===== src/rtl/iram_controller.sv =====
// Instruction-RAM line refill controller: on a cache miss, fetches the whole line
// critical-word-first over a single-outstanding req/ack/rvalid port.
module iram_controller #(
    parameter int PC_SIZE    = 32,
    parameter int WORD_SIZE  = 32,
    parameter int LINE_WORDS = 4,
    localparam int OFF_W     = $clog2(LINE_WORDS)
) (
    input  logic                 clk,
    input  logic                 nrst,
    input  logic                 miss_cache,
    input  logic [PC_SIZE-1:0]   ram_address,
    output logic [WORD_SIZE-1:0] mem_word,
    output logic                 word_ready,
    output logic [OFF_W-1:0]     word_offset,
    output logic                 refill_done,
    output logic                 iram_req,
    output logic [PC_SIZE-1:0]   iram_addr,
    input  logic                 iram_ack,
    input  logic                 iram_rvalid,
    input  logic [WORD_SIZE-1:0] iram_rdata
);

    typedef enum logic [1:0] {
        ST_IDLE = 2'd0,
        ST_REQ  = 2'd1,
        ST_WAIT = 2'd2,
        ST_DONE = 2'd3
    } state_t;

    localparam logic [PC_SIZE-1:0] LINE_MASK =
        ~((PC_SIZE'(1) << (OFF_W + 2)) - PC_SIZE'(1));

    state_t                 state_q, state_d;
    logic [PC_SIZE-1:0]     base_q, base_d;
    logic [OFF_W-1:0]       off_q, off_d;
    logic [OFF_W-1:0]       cnt_q, cnt_d;
    logic [WORD_SIZE-1:0]   mem_word_q, mem_word_d;
    logic [OFF_W-1:0]       word_offset_q, word_offset_d;
    logic                   word_ready_q, word_ready_d;
    logic                   refill_done_q, refill_done_d;

    // State and datapath registers with synchronous active-low reset
    always_ff @(posedge clk) begin
        if (!nrst) begin
            state_q       <= ST_IDLE;
            base_q        <= '0;
            off_q         <= '0;
            cnt_q         <= '0;
            mem_word_q    <= '0;
            word_offset_q <= '0;
            word_ready_q  <= 1'b0;
            refill_done_q <= 1'b0;
        end else begin
            state_q       <= state_d;
            base_q        <= base_d;
            off_q         <= off_d;
            cnt_q         <= cnt_d;
            mem_word_q    <= mem_word_d;
            word_offset_q <= word_offset_d;
            word_ready_q  <= word_ready_d;
            refill_done_q <= refill_done_d;
        end
    end

    // Next-state logic; offset wraps naturally because LINE_WORDS is a power of 2
    always_comb begin
        state_d       = state_q;
        base_d        = base_q;
        off_d         = off_q;
        cnt_d         = cnt_q;
        mem_word_d    = mem_word_q;
        word_offset_d = word_offset_q;
        word_ready_d  = 1'b0;
        refill_done_d = 1'b0;
        case (state_q)
            ST_IDLE: begin
                if (miss_cache) begin
                    base_d  = ram_address & LINE_MASK;
                    off_d   = ram_address[OFF_W+1:2];
                    cnt_d   = '0;
                    state_d = ST_REQ;
                end else begin
                    state_d = ST_IDLE;
                end
            end
            ST_REQ: begin
                if (iram_ack) begin
                    state_d = ST_WAIT;
                end else begin
                    state_d = ST_REQ;
                end
            end
            ST_WAIT: begin
                if (iram_rvalid) begin
                    mem_word_d    = iram_rdata;
                    word_offset_d = off_q;
                    word_ready_d  = 1'b1;
                    off_d         = off_q + OFF_W'(1);
                    cnt_d         = cnt_q + OFF_W'(1);
                    if (cnt_q == OFF_W'(LINE_WORDS - 1)) begin
                        refill_done_d = 1'b1;
                        state_d       = ST_DONE;
                    end else begin
                        state_d = ST_REQ;
                    end
                end else begin
                    state_d = ST_WAIT;
                end
            end
            // One dead cycle so the cache can mark the line valid before the next miss
            ST_DONE: state_d = ST_IDLE;
            default: state_d = ST_IDLE;
        endcase
    end

    assign iram_req    = (state_q == ST_REQ);
    assign iram_addr   = (state_q == ST_REQ)
                       ? (base_q | {{(PC_SIZE-OFF_W-2){1'b0}}, off_q, 2'b00})
                       : '0;
    assign mem_word    = mem_word_q;
    assign word_offset = word_offset_q;
    assign word_ready  = word_ready_q;
    assign refill_done = refill_done_q;

endmodule


===== config.mk =====
export PLATFORM = sky130hd
export DESIGN_NAME = iram_controller
export DESIGN_NICKNAME = d
export VERILOG_FILES = /design/src/rtl/iram_controller.sv
export SDC_FILE = /design/constraint.sdc
export NUM_CORES = 1
export LEC_CHECK = 0
export CAP_MARGIN = 30
export CORE_ASPECT_RATIO = 0.8
export CORE_MARGIN = 2
export CORE_UTILIZATION = 40
export DETAILED_ROUTE_END_ITERATION = 10
export HOLD_SLACK_MARGIN = 0.06
export PLACE_DENSITY = 0.81
export SKIP_CTS_REPAIR_TIMING = 1
export SLEW_MARGIN = 40
export SYNTH_ARGS = -nofsm -noshare
export SYNTH_HDL_FRONTEND = slang
export SYNTH_SLANG_ARGS = --single-unit

===== constraint.sdc =====
create_clock -name clk -period 1.5 [get_ports clk]
set_input_delay 0.15 -clock clk [delete_from_list [all_inputs] [get_ports clk]]
set_output_delay 0.15 -clock clk [all_outputs]
set_load 0.03 [all_outputs]

-- After elaboration in Yosys (flattened, before gate mapping)
Index checks and enable logic that the tools add are counted.
- register bits after elaboration: 70
- input bits: 69
- output and inout port bits: 69
- $add $sub $neg: 2
- eq/ne operators: 6
- mux-type cells: 14
- bitwise logic cells: 1
- reduce and logical (&&, ||, !) cells: 7
- operators by type and width (operator ; number):
    32-bit two-way mux ; 1
    32-bit by 4-bit bitwise OR with 32-bit output ; 1
    2-bit two-way mux ; 7
    2-bit one-hot mux with 2 select lines ; 2
    2-bit one-hot mux with 4 select lines ; 1
    2-bit == test, second input constant ; 3
    2-bit AND reduction ; 3
    3-bit AND reduction ; 2
    2-bit by 1-bit adder with 2-bit output, second input constant ; 2
    2-bit != test, second input constant ; 2
    1-bit two-way mux ; 3
    2-bit by 1-bit == test with 1-bit output, second input constant ; 1
    2-bit zero test ; 1
    2-bit nonzero test ; 1

-- Longest topological paths before layout
Gate-level depths: netlist of the first run.
- depth in word-level cells: 4
- gate-level depth with buffers: 6

-- Least setup slack after synthesis of the first run
OpenSTA, ideal clock, no wires.
- path type: register to output
- start: reg state_q[1]
- end: out iram_addr[22]
- arrival time: 1476 ps
- setup slack: -126 ps
- stages on the path, launching flop included: 5
- cell sequence: dfxtp_1 buf_6 nor2b_1 clkbuf_1 and2_1
- longest elaborated chain between the ends: 2
- ends and longest elaborated chain (what ; line ; source):
    from (decl) ; 34 ; state_t state_q, state_d;
    from (signal assigned) ; 55 ; state_q <= state_d;
    2-bit by 1-bit == test with 1-bit output ; -- ;
    via iram_req ; 17 ; output logic iram_req,
    32-bit two-way mux ; 119 ; ? (base_q | {{(PC_SIZE-OFF_W-2){1'b0}}, off_q, 2'b00})
    to (decl) ; 18 ; output logic [PC_SIZE-1:0] iram_addr,
The timed path passes the listed nets, and every way through them passes these cells.

-- Worst setup path in the final report of the first run
- start: reg state_q[1]
- end: out iram_addr[23]
- longest elaborated chain between the ends: 2
- ends and longest elaborated chain (what ; line ; source):
    2-bit by 1-bit == test with 1-bit output ; 118 ; assign iram_addr = (state_q == ST_REQ)
    32-bit two-way mux ; 119 ;
Every way passes these cells.

==> metrics.md, run 1 <==
| Metric | Value |
|---|---|
| Main flop type after synthesis | `dfxtp_1` |
| Final Hold Viols | `0` |
| Internal power | `3.238 mW` |
| HP Class | `primary input to flop` |
| Post-DP HPWL | `5.118 mm` |
| # DRC | `0` |
| Setup total negative slack | `-0.04239 ns` |
| Ranking of synthesized cells by area | `dfxtp_1, nand2_1, a21oi_1` |
| Top post-synthesis cells by count | `nand2_1, dfxtp_1, a21oi_1` |
| Met3 Use GR | `0.09172` |
| Largest net degree at the start of global routing | `33` |
| Global-route track usage on met1 | `0.2204` |
| GRT Total Usage | `0.1888` |
| Register area share after synthesis | `0.5059` |
| Area share of the largest cell type after synthesis | `0.5059` |
| TritonRoute pass-1 iters | `6` |
| Worst-path clk slew | `about 0.070 ns` |
| Vias in the first global route | `2,621` |
| Final Setup Violations | `4` |
| Synthesized cell area | `2770 µm²` |
| Asr flop ratio synth | `0` |
| Num CTS Buffers | `9` |
| Rows | `27` |
| Clock power frac | `0.386` |
| Setup Crit Path Kind | `flop to output port` |
| Worst setup SP type | `flop` |
| Kind of end point of the critical path | `output port` |
| Share of cells above drive strength 1 | `0.1399` |
| Fmax | `0.6564 GHz` |
| P_leak | `roughly 2.4 nW` |
| GR peak layer | `met2` |
| Synthesized flop and latch total | `70` |
| Top-count cell post-synth | `nand2_1` |
| Max-cap viol count | `0` |
| Pre-CTS WS | `-0.06246 ns` |
| ANT nets after route | `0` |
| Antenna diodes | `0` |
| Slew Limit Fails | `0` |
| Die height | `roughly 78 µm` |
| Top Ports | `138` |
| First DRT Iteration DRCs | `119` |
| Fin crit share | `1.016` |
| H-tree depth | `3` |
| First-pass GRT wire length | `11.71 mm` |
| Mapped Cells | `roughly 350` |
| Largest area contributor in the netlist | `dfxtp_1` |
| Simple-Gate Fraction of Synth Area | `0.2805` |
| RSZ-0062 raised after global routing | `yes` |
| Port buffer count | `133` |
| TritonCTS clock tree | `built` |
| Max Buffers Root-to-Sink | `2` |
| # clock sinks | `70` |
| Nets | `551` |
| Status | `finished, violations left` |
| Area grow syn2layout | `64.23%` |
| Psw | `between 0.9 and 1 mW` |
| Post-layout util | `0.6700` |
| Power, Total | `roughly 4.2 mW` |
| CTS root buf | `clkbuf_8` |
| Post-synthesis adder-cell area fraction | `0.004517` |
| Routed WL | `7.411 mm` |
| Drt wl/cell | `between 10 and 15 µm` |
| Vias | `2,689` |
| Max FO, Critical Path | `32` |
| Switching share of power | `0.2349` |
| Max VDD drop | `650.4 µV` |
| Largest family of logic cells by synthesized area | `simple AND/OR/NAND/NOR gates` |
| Mapped Avg Cell Area | `8.006 µm²` |
| Reg power frac | `0.465` |
| Violated checks | `negative setup slack` |
| Antenna violations before repair | `0` |
| Vias per cell | `4.693` |
| Final Critical Period | `1.523 ns` |
| Synth cell types | `27` |
| EDFF count, synth | `0` |
| GR Layer Usage met2 | `0.3104` |
| Post-synthesis mux area share | `0.007227` |
| Total core area | `6790 µm²` |
| Initial cell density of the core | `0.4080` |
| Routability cong. | `0.7702` |
| Synth Area in Compound Gates | `0.1400` |
| Die Wd | `97.04 µm` |
| Post-route setup slack | `-0.02340 ns` |
| Critical Path RT | `~1.4 ns` |
| Yosys synthesis warning count | `0` |
| Comb power frac | `0.149` |
| XOR/XNOR Fraction of Synth Area | `0` |
| GR Overflow Total | `0` |
| Critical Path AT | `1.37 ns` |
| Clock latency on the worst-skew pair | `0.33 ns` |
| Worst clock skew | `0.006624 ns` |
| Die footprint | `roughly 7600 µm²` |
| PwrDens | `between 900 and 1000 nW/µm²` |
==> power by group through the flow <==
stage	sequential, mW	clock, mW	combinational (mW)
floorplan	2.02	0	0.289
global placement	2.00	0	0.610
detailed placement	2.01	0	0.615
CTS	1.97	1.68	0.618
global route	1.98	1.75	0.682
finish	1.97	1.64	0.629
==> flip-flops by register name, indices dropped and copies added, names as in the netlist <==
register and flops:
off_q 2, word_offset 2, cnt_q 2, state_q 2, base_q 28, mem_word 32
refill_done 1, word_ready 1
==> metrics by stage <==
step | cell area, µm² | instances | hold WS, ns
finish | 4549 | 573 | 0.3565
detailed placement | 4134 | 557 | 0.4426
global placement | 4134 | 557 | 0.4368
floorplan | 2775 | 347 | 0.2860
CTS | 4349 | 573 | 0.3396
global route | 4549 | 573 | 0.3614
==> cell usage in the layout (no fill, tap or decap), types with 3 or more instances in the layout <==
master	count
a21oi_1	66
and2_1	30
buf_12	3
buf_4	18
buf_6	26
clkbuf_8	10
clkdlybuf4s50_1	66
dfxtp_1	68
dlymetal6s2s_1	36
nand2_1	125
nor2b_1	4
o21ai_1	3
==> metal layers <==
| metal | share of wire | wire length [µm] |
|---|---|---|
| met1 | 0.41 | 3046 |
| met2 | 0.49 | 3645 |
| met3 | 0.088 | 655 |
| met4 | 0.0086 | 64 |
| met5 | 0 | 0 |
==> worst paths after layout <==
path                  start             to  slack [ns]  depth (start not counted)
max              state_q[1]  iram_addr[23]       -0.02                          4
min          iram_rdata[19]   mem_word[19]        0.36                          3
max reg2reg      state_q[0]     base_q[11]        0.14                          6
min reg2reg      base_q[18]     base_q[18]        0.45                          2
==> area by class of cell <==
class | instances | area, µm²
multi-input combinational | 249 | 1212
sequential | 70 | 1406
timing repair buffer | 149 | 1599
tap | 87 | 108.9
inverter | 2 | 7.507
clock buffer | 12 | 145.1
clock inverter | 4 | 70.07
fill | 585 | 2241
==> worst max-delay path, cell delays in order (launching register included) <==
cell and delay, ns:
dfxtp_4 0.39, nor2b_4 0.16, buf_12 0.17, and2_1 0.16, buf_4 0.16
==> kinds of logic after synthesis <==
logic type / Yosys count
buffers and inverters: 28
other: 1
AO/OA/AOI/OAI: 73
flip-flops: 70
AND/OR/NAND/NOR: 171
multiplexers: 2
adder cells (fa/ha/maj): 1
Power figures use the tool's default switching activity.
==> run 2, diff against run 1 <==
--- a/config.mk
+++ b/config.mk
@@ -7,11 +7,11 @@
 export LEC_CHECK = 0
 export CAP_MARGIN = 30
 export CORE_ASPECT_RATIO = 0.8
-export CORE_MARGIN = 2
 export CORE_UTILIZATION = 40
 export DETAILED_ROUTE_END_ITERATION = 10
 export HOLD_SLACK_MARGIN = 0.06
 export PLACE_DENSITY = 0.81
+export SETUP_SLACK_MARGIN = 0.3
 export SKIP_CTS_REPAIR_TIMING = 1
 export SLEW_MARGIN = 40
 export SYNTH_ARGS = -nofsm -noshare
==> run 2 against run 1 <==
Against the previous run:
- combinational power is 25% higher
- cell area is 12% higher
- clock power is 7% lower
- clock skew hardly changed
- sequential power hardly changed
- non-clock buffer count is 14 higher
- maximum frequency is 0.14% lower
- critical path type unchanged
- final cell count is 1.9% higher
- via count is 7.1% higher
- the run still ends with negative setup slack left
- register-to-register slack worse by 0.05 ns
==> metrics.md, run 2 (synthesis gave the netlist of run 1 again) <==
| Metric | Value |
|---|---|
| Max VDD drop | `791.6 µV (was 650.4 µV)` |
| Vias in the first global route | `2,684 (was 2,621)` |
| Most common cell after layout, fill and taps aside | `nand2_1 (unchanged)` |
| Nets | `565 (was 551)` |
| Worst setup SP type | `flop (unchanged)` |
| Delay of the slowest cell on the worst path | `0.36 ns (was 0.39 ns)` |
| Vias per cell | `4.932 (was 4.693)` |
| Final Setup Violations | `15 (was 4)` |
| Post-DP HPWL | `5.219 mm (was 5.118 mm)` |
| # clock sinks | `70 (unchanged)` |
| Non-filler cells, final | `584 (was 573)` |
| Antenna violations before repair | `0 (unchanged)` |
| Max reg flops | `32 (unchanged)` |
| Final Hold Viols | `0 (unchanged)` |
| Violated checks | `negative setup slack (unchanged)` |
| Rows | `26 (was 27)` |
| Antenna diodes | `0 (unchanged)` |
| H-tree depth | `3 (unchanged)` |
| Worst-path clk slew | `0.08 ns (was 0.07 ns)` |
| ANT nets after route | `0 (unchanged)` |
| Top Ports | `138 (unchanged)` |
| Port buffer count | `133 (unchanged)` |
| DP Area | `4184 µm² (was 4134 µm²)` |
| Die footprint | `7264 µm² (was 7611 µm²)` |
| Routability cong. | `0.7400 (was 0.7702)` |
| Status | `finished, violations left (unchanged)` |
| TritonCTS clock tree | `built (unchanged)` |
| Initial cell density of the core | `0.4237 (was 0.4080)` |
| Placed cells | `551 (was 557)` |
| Routed WL | `8.892 mm (was 7.411 mm)` |
| Fmax | `0.6555 GHz (was 0.6564 GHz)` |
| # DRC | `0 (unchanged)` |
| Share of cells above drive strength 1 | `0.3540 (was 0.1399)` |
| RSZ-0062 raised after global routing | `yes (unchanged)` |
| First-pass GRT wire length | `11.87 mm (was 11.71 mm)` |
| P_leak | `2.562 nW (was 2.382 nW)` |
| Setup Crit Path Kind | `flop to output port (unchanged)` |
| Clock latency on the worst-skew pair | `0.35 ns (was 0.33 ns)` |
| First DRT Iteration DRCs | `136 (was 119)` |
| Max-cap viol count | `0 (unchanged)` |
| Num CTS Buffers | `9 (unchanged)` |
| HP Class | `primary input to flop (unchanged)` |
| Kind of end point of the critical path | `output port (unchanged)` |
| CP max stage cell | `dfxtp_4 (unchanged)` |
| Setup total negative slack | `-0.1205 ns (was -0.04239 ns)` |
| Vias | `2,880 (was 2,689)` |
| TritonRoute pass-1 iters | `4 (was 6)` |
| Post-route setup slack | `-0.02558 ns (was -0.02340 ns)` |
| Fin crit share | `1.017 (was 1.016)` |
| FF+latch area | `1409 µm² (was 1406 µm²)` |
| Fin area | `5079 µm² (was 4549 µm²)` |
| Critical Path RT | `1.35 ns (about the same)` |
| Area grow syn2layout | `83.33% (was 64.23%)` |
| Die height | `76.44 µm (was 78.44 µm)` |
| Slew Limit Fails | `0 (unchanged)` |
| Drt wl/cell | `15.23 µm (was 12.93 µm)` |
| Largest net degree at the start of global routing | `41 (was 33)` |
| GRT Total Usage | `0.2102 (was 0.1888)` |
| Max FO, Critical Path | `21 (was 32)` |
| Most frequent cells in the layout | `nand2_1, dfxtp_1, clkdlybuf4s50_1, a21oi_1, dlymetal6s2s_1 (was nand2_1, dfxtp_1, a21oi_1, clkdlybuf4s50_1, dlymetal6s2s_1)` |
| Worst clock skew | `0.006789 ns (was 0.006624 ns)` |
| Max Buffers Root-to-Sink | `2 (unchanged)` |
| PwrDens | `843.0 nW/µm² (was 930.1 nW/µm²)` |
| CTS root buf | `clkbuf_8 (unchanged)` |
| Final Critical Period | `1.526 ns (was 1.523 ns)` |
| GR Overflow Total | `0 (unchanged)` |
| Critical Path AT | `1.38 ns (was 1.37 ns)` |
| Worst hold margin | `0.3497 ns (was 0.3565 ns)` |
| Post-layout util | `0.7767 (was 0.6700)` |
| Filler cell count | `421 (was 585)` |
| Worst path cell trace | `nor2b_4 > buf_12 > and2_2 > buf_6 (was nor2b_4 > buf_12 > and2_1 > buf_4)` |
| Multi-input logic area | `1498 µm² (was 1212 µm²)` |
| Total core area | `6539 µm² (was 6790 µm²)` |
| Die Wd | `95.04 µm (was 97.04 µm)` |
## run 2: critical path: cells and delay by family, from the launching register on
kind	cells	cell delay [ns]
DFF	1	0.36
and+or+nand+nor	2	0.37
buffers and inverters	2	0.30
## run 2: area by class of cell
cell class                      instances  area share
Clock inverter                          6     0.01207
Inverter                                2    0.001478
Sequential cell                        70      0.2774
Clock buffer                           10     0.02710
Tap cell                               84     0.02069
Timing Repair Buffer                  163      0.3663
Multi-Input combinational cell        249      0.2949
## run 2: report_power, final
part           total, mW  switching (mW)  internal [mW]
clock               1.52           0.714          0.807
combinational      0.784           0.368          0.416
sequential          1.98          0.0484           1.93
total               4.28            1.13           3.15
## run 2: final timing paths
| kind | slack [ns] | cells past startpoint | to | start |
|---|---|---|---|---|
| worst max-delay path | -0.03 | 4 | iram_addr[17] | state_q[0] |
| worst min-delay path | 0.35 | 3 | base_q[21] | ram_address[21] |
| worst max register to register | 0.09 | 5 | base_q[5] | state_q[1] |
| worst min register to register | 0.45 | 2 | mem_word[11] | mem_word[11] |
## run 2: metal layers
| metal | track usage | routed length [µm] | share of wire |
|---|---|---|---|
| met4 | 0.06970 | 106 | 0.012 |
| met2 | 0.3504 | 4431 | 0.50 |
| met3 | 0.1128 | 737 | 0.083 |
| met1 | 0.2246 | 3617 | 0.41 |
| met5 | 0 | 0 | 0 |
## run 2: stage by stage
stage	total power [mW]	setup WS, ns
final	4.281	-0.02558
after detailed placement	2.639	-0.01706
after global routing	4.458	-0.07322
after global placement	2.621	0.02274
after floorplan	2.336	0.2239
after CTS	4.146	-0.2277
==> run 3, diff against run 2 <==
--- a/config.mk
+++ b/config.mk
@@ -8,11 +8,11 @@
 export CAP_MARGIN = 30
 export CORE_ASPECT_RATIO = 0.8
 export CORE_UTILIZATION = 40
+export CTS_BUF_LIST = sky130_fd_sc_hd__clkbuf_16
 export DETAILED_ROUTE_END_ITERATION = 10
 export HOLD_SLACK_MARGIN = 0.06
-export PLACE_DENSITY = 0.81
+export PLACE_DENSITY_LB_ADDON = 0.05
 export SETUP_SLACK_MARGIN = 0.3
-export SKIP_CTS_REPAIR_TIMING = 1
 export SLEW_MARGIN = 40
 export SYNTH_ARGS = -nofsm -noshare
 export SYNTH_HDL_FRONTEND = slang
==> run 3 against run 2 <==
Against the previous run:
- first-iteration DRC count down 24%
- count of clock-buffer cells in the layout down 1
- cell area down 1.4%
- sequential power about the same
- critical path type unchanged
- critical path depth unchanged
- combinational power about the same
- the flow now finishes without violations
- power up 6.5%
- utilization down 1.1 points
- global-route usage up 2.3 points
- register-to-register slack worse by 0.04 ns
==> metrics.md, run 3 (synthesis gave the netlist of run 1 again) <==
| Metric | Value |
|---|---|
| P_leak | `2.097 nW (was 2.562 nW)` |
| Antenna diodes | `0 (unchanged)` |
| Largest net degree at the start of global routing | `30 (was 41)` |
| Critical Path RT | `1.35 ns (about the same)` |
| Delay of the slowest cell on the worst path | `0.35 ns (was 0.36 ns)` |
| Final Setup Violations | `0 (was 15)` |
| First-pass GRT wire length | `13.08 mm (was 11.87 mm)` |
| First DRT Iteration DRCs | `104 (was 136)` |
| Multi-input logic area | `1450 µm² (was 1498 µm²)` |
| Post-layout util | `0.7662 (was 0.7767)` |
| Max FO, Critical Path | `7 (was 21)` |
| Final Hold Viols | `0 (unchanged)` |
| Worst-path clk slew | `0.06 ns (was 0.08 ns)` |
| R2R setup slack | `0.05 ns (was 0.09 ns)` |
| RR Endpoint | `mem_word[13] (was base_q[5])` |
| Kind of end point of the critical path | `output port (unchanged)` |
| TritonRoute pass-1 iters | `4 (unchanged)` |
| Port buffer count | `133 (unchanged)` |
| Top Ports | `138 (unchanged)` |
| Vias in the first global route | `2,712 (was 2,684)` |
| Hold Crit Depth | `3 (unchanged)` |
| PwrDens | `910.2 nW/µm² (was 843.0 nW/µm²)` |
| # clock sinks | `70 (unchanged)` |
| Max-cap viol count | `0 (unchanged)` |
| Worst setup SP type | `flop (unchanged)` |
| Post-CTS Hold Buffers | `0` |
| Hold Path Sink | `base_q[25] (was base_q[21])` |
| Max Buffers Root-to-Sink | `2 (unchanged)` |
| DP Area | `4184 µm² (unchanged)` |
| Status | `finished clean (was finished, violations left)` |
| Die Wd | `95.04 µm (unchanged)` |
| Setup Crit Path Kind | `flop to output port (unchanged)` |
| Worst hold start | `ram_address[25] (was ram_address[21])` |
| Critical Path Most Common Cell | `buf_4` |
| Initial cell density of the core | `0.4237 (unchanged)` |
| Routability cong. | `0.7134 (was 0.7400)` |
| Drt wl/cell | `14.31 µm (was 15.23 µm)` |
| Nets | `581 (was 565)` |
| GRT Total Usage | `0.2330 (was 0.2102)` |
| Filler cell count | `476 (was 421)` |
| Vias | `2,915 (was 2,880)` |
| Die height | `76.44 µm (unchanged)` |
| Max reg flops | `32 (unchanged)` |
| TritonCTS clock tree | `built (unchanged)` |
| H-tree depth | `3 (unchanged)` |
| Reg-to-reg startpoint | `state_q[0] (was state_q[1])` |
| Max VDD drop | `658.5 µV (was 791.6 µV)` |
| Clock latency on the worst-skew pair | `0.32 ns (was 0.35 ns)` |
| HP Class | `primary input to flop (unchanged)` |
| FF+latch area | `1406 µm² (was 1409 µm²)` |
| CP Launch Point | `state_q[1] (was state_q[0])` |
| Post-DP HPWL | `4.899 mm (was 5.219 mm)` |
| GR Overflow Total | `0 (unchanged)` |
| Total core area | `6539 µm² (unchanged)` |
| Antenna violations before repair | `0 (unchanged)` |
| Worst path cell trace | `nor2b_4 > buf_4 > and2_2 > buf_4 (was nor2b_4 > buf_12 > and2_2 > buf_6)` |
| Worst hold margin | `0.3720 ns (was 0.3497 ns)` |
| Critical Path AT | `1.33 ns (was 1.38 ns)` |
| Most common cell after layout, fill and taps aside | `nand2_1 (unchanged)` |
| Slew Limit Fails | `0 (unchanged)` |
| CP max stage cell | `dfxtp_4 (unchanged)` |
| Fmax | `0.6745 GHz (was 0.6555 GHz)` |
| Worst clock skew | `0.005772 ns (was 0.006789 ns)` |
| Final Critical Period | `1.483 ns (was 1.526 ns)` |
| Fin crit share | `0.9884 (was 1.017)` |
| # DRC | `0 (unchanged)` |
| Rows | `26 (unchanged)` |
| Routed WL | `8.555 mm (was 8.892 mm)` |
| Area grow syn2layout | `80.85% (was 83.33%)` |
| Die footprint | `7264 µm² (unchanged)` |
| RSZ-0062 raised after global routing | `yes (unchanged)` |
| ANT nets after route | `0 (unchanged)` |
| Reg2Reg Depth | `8 (was 5)` |
| CTS root buf | `clkbuf_16 (was clkbuf_8)` |
| Vias per cell | `4.875 (was 4.932)` |
| Fin area | `5010 µm² (was 5079 µm²)` |
| Most frequent cells in the layout | `nand2_1, dfxtp_1, clkdlybuf4s50_1, a21oi_1, buf_6 (was nand2_1, dfxtp_1, clkdlybuf4s50_1, a21oi_1, dlymetal6s2s_1)` |
| Num CTS Buffers | `9 (unchanged)` |
| Share of cells above drive strength 1 | `0.3813 (was 0.3540)` |
==> run 3: changes by cell type in the layout (fill, tap and decap cells not counted), sizes merged, moves of 5 or more <==
cell,previous run,this run
dlymetal6s2s,35,0
clkbuf,17,40
buf,55,76
clkdlybuf4s15,0,5
==> run 3: power by group <==
group	internal, mW	switching [mW]	leakage [nW]
logic	0.425	0.361	1.40
clock network	1.07	0.728	0.125
registers	1.93	0.0409	0.570
==> run 3: timing repair <==
action,CTS,global route
pin swaps,15,3
setup endpoints to repair,135,130
endpoints found under the hold margin,0,0
buffers inserted,10,5
resized for setup,136,82
gates cloned,11,2
==> run 3: critical path: cells and delay by family, from the launching register on <==
kind	cells	cell delay, ns
buffers and inverters	2	0.33
DFF	1	0.35
and+or+nand+nor	2	0.33
==> run 3: per-stage QoR <==
step | TNS [ns] | power, mW | instances | setup WS, ns
3_3_place_gp | 0 | 2.624 | 556 | 0.02088
3_5_place_dp | -0.03574 | 2.629 | 556 | -0.01139
6_report | 0 | 4.560 | 598 | 0.01737
2_1_floorplan | 0 | 2.336 | 347 | 0.2239
4_1_cts | 0 | 4.546 | 591 | 0.02525
5_1_grt | -0.2285 | 4.736 | 598 | -0.03273
==> run 3: layer usage <==
layer / part of all wire / track usage / wire length, µm
met2: 0.46 / 0.3604 / 3929
met1: 0.44 / 0.3052 / 3793
met3: 0.076 / 0.07784 / 647
met4: 0.022 / 0.07121 / 184
met5: 0 / 0 / 0
==> run 3: area by class of cell <==
class,count,area share
tap,84,0.02098
clock inverter,5,0.003996
multi-input combinational,249,0.2895
inverter,2,0.001499
timing repair buffer,179,0.3584
clock buffer,9,0.04496
sequential,70,0.2807
==> run 3: worst max-delay path by stage <==
| stage | end | slack (ns) | cells after the start |
|---|---|---|---|
| 2_1_floorplan | base_q[11] | 0.22 | 6 |
| 4_1_cts | iram_addr[17] | 0.03 | 4 |
| 6_report | iram_addr[17] | 0.02 | 4 |
| 5_1_grt | iram_addr[17] | -0.03 | 4 |
| 3_3_place_gp | base_q[30] | 0.02 | 5 |
| 3_5_place_dp | mem_word[1] | -0.01 | 6 |
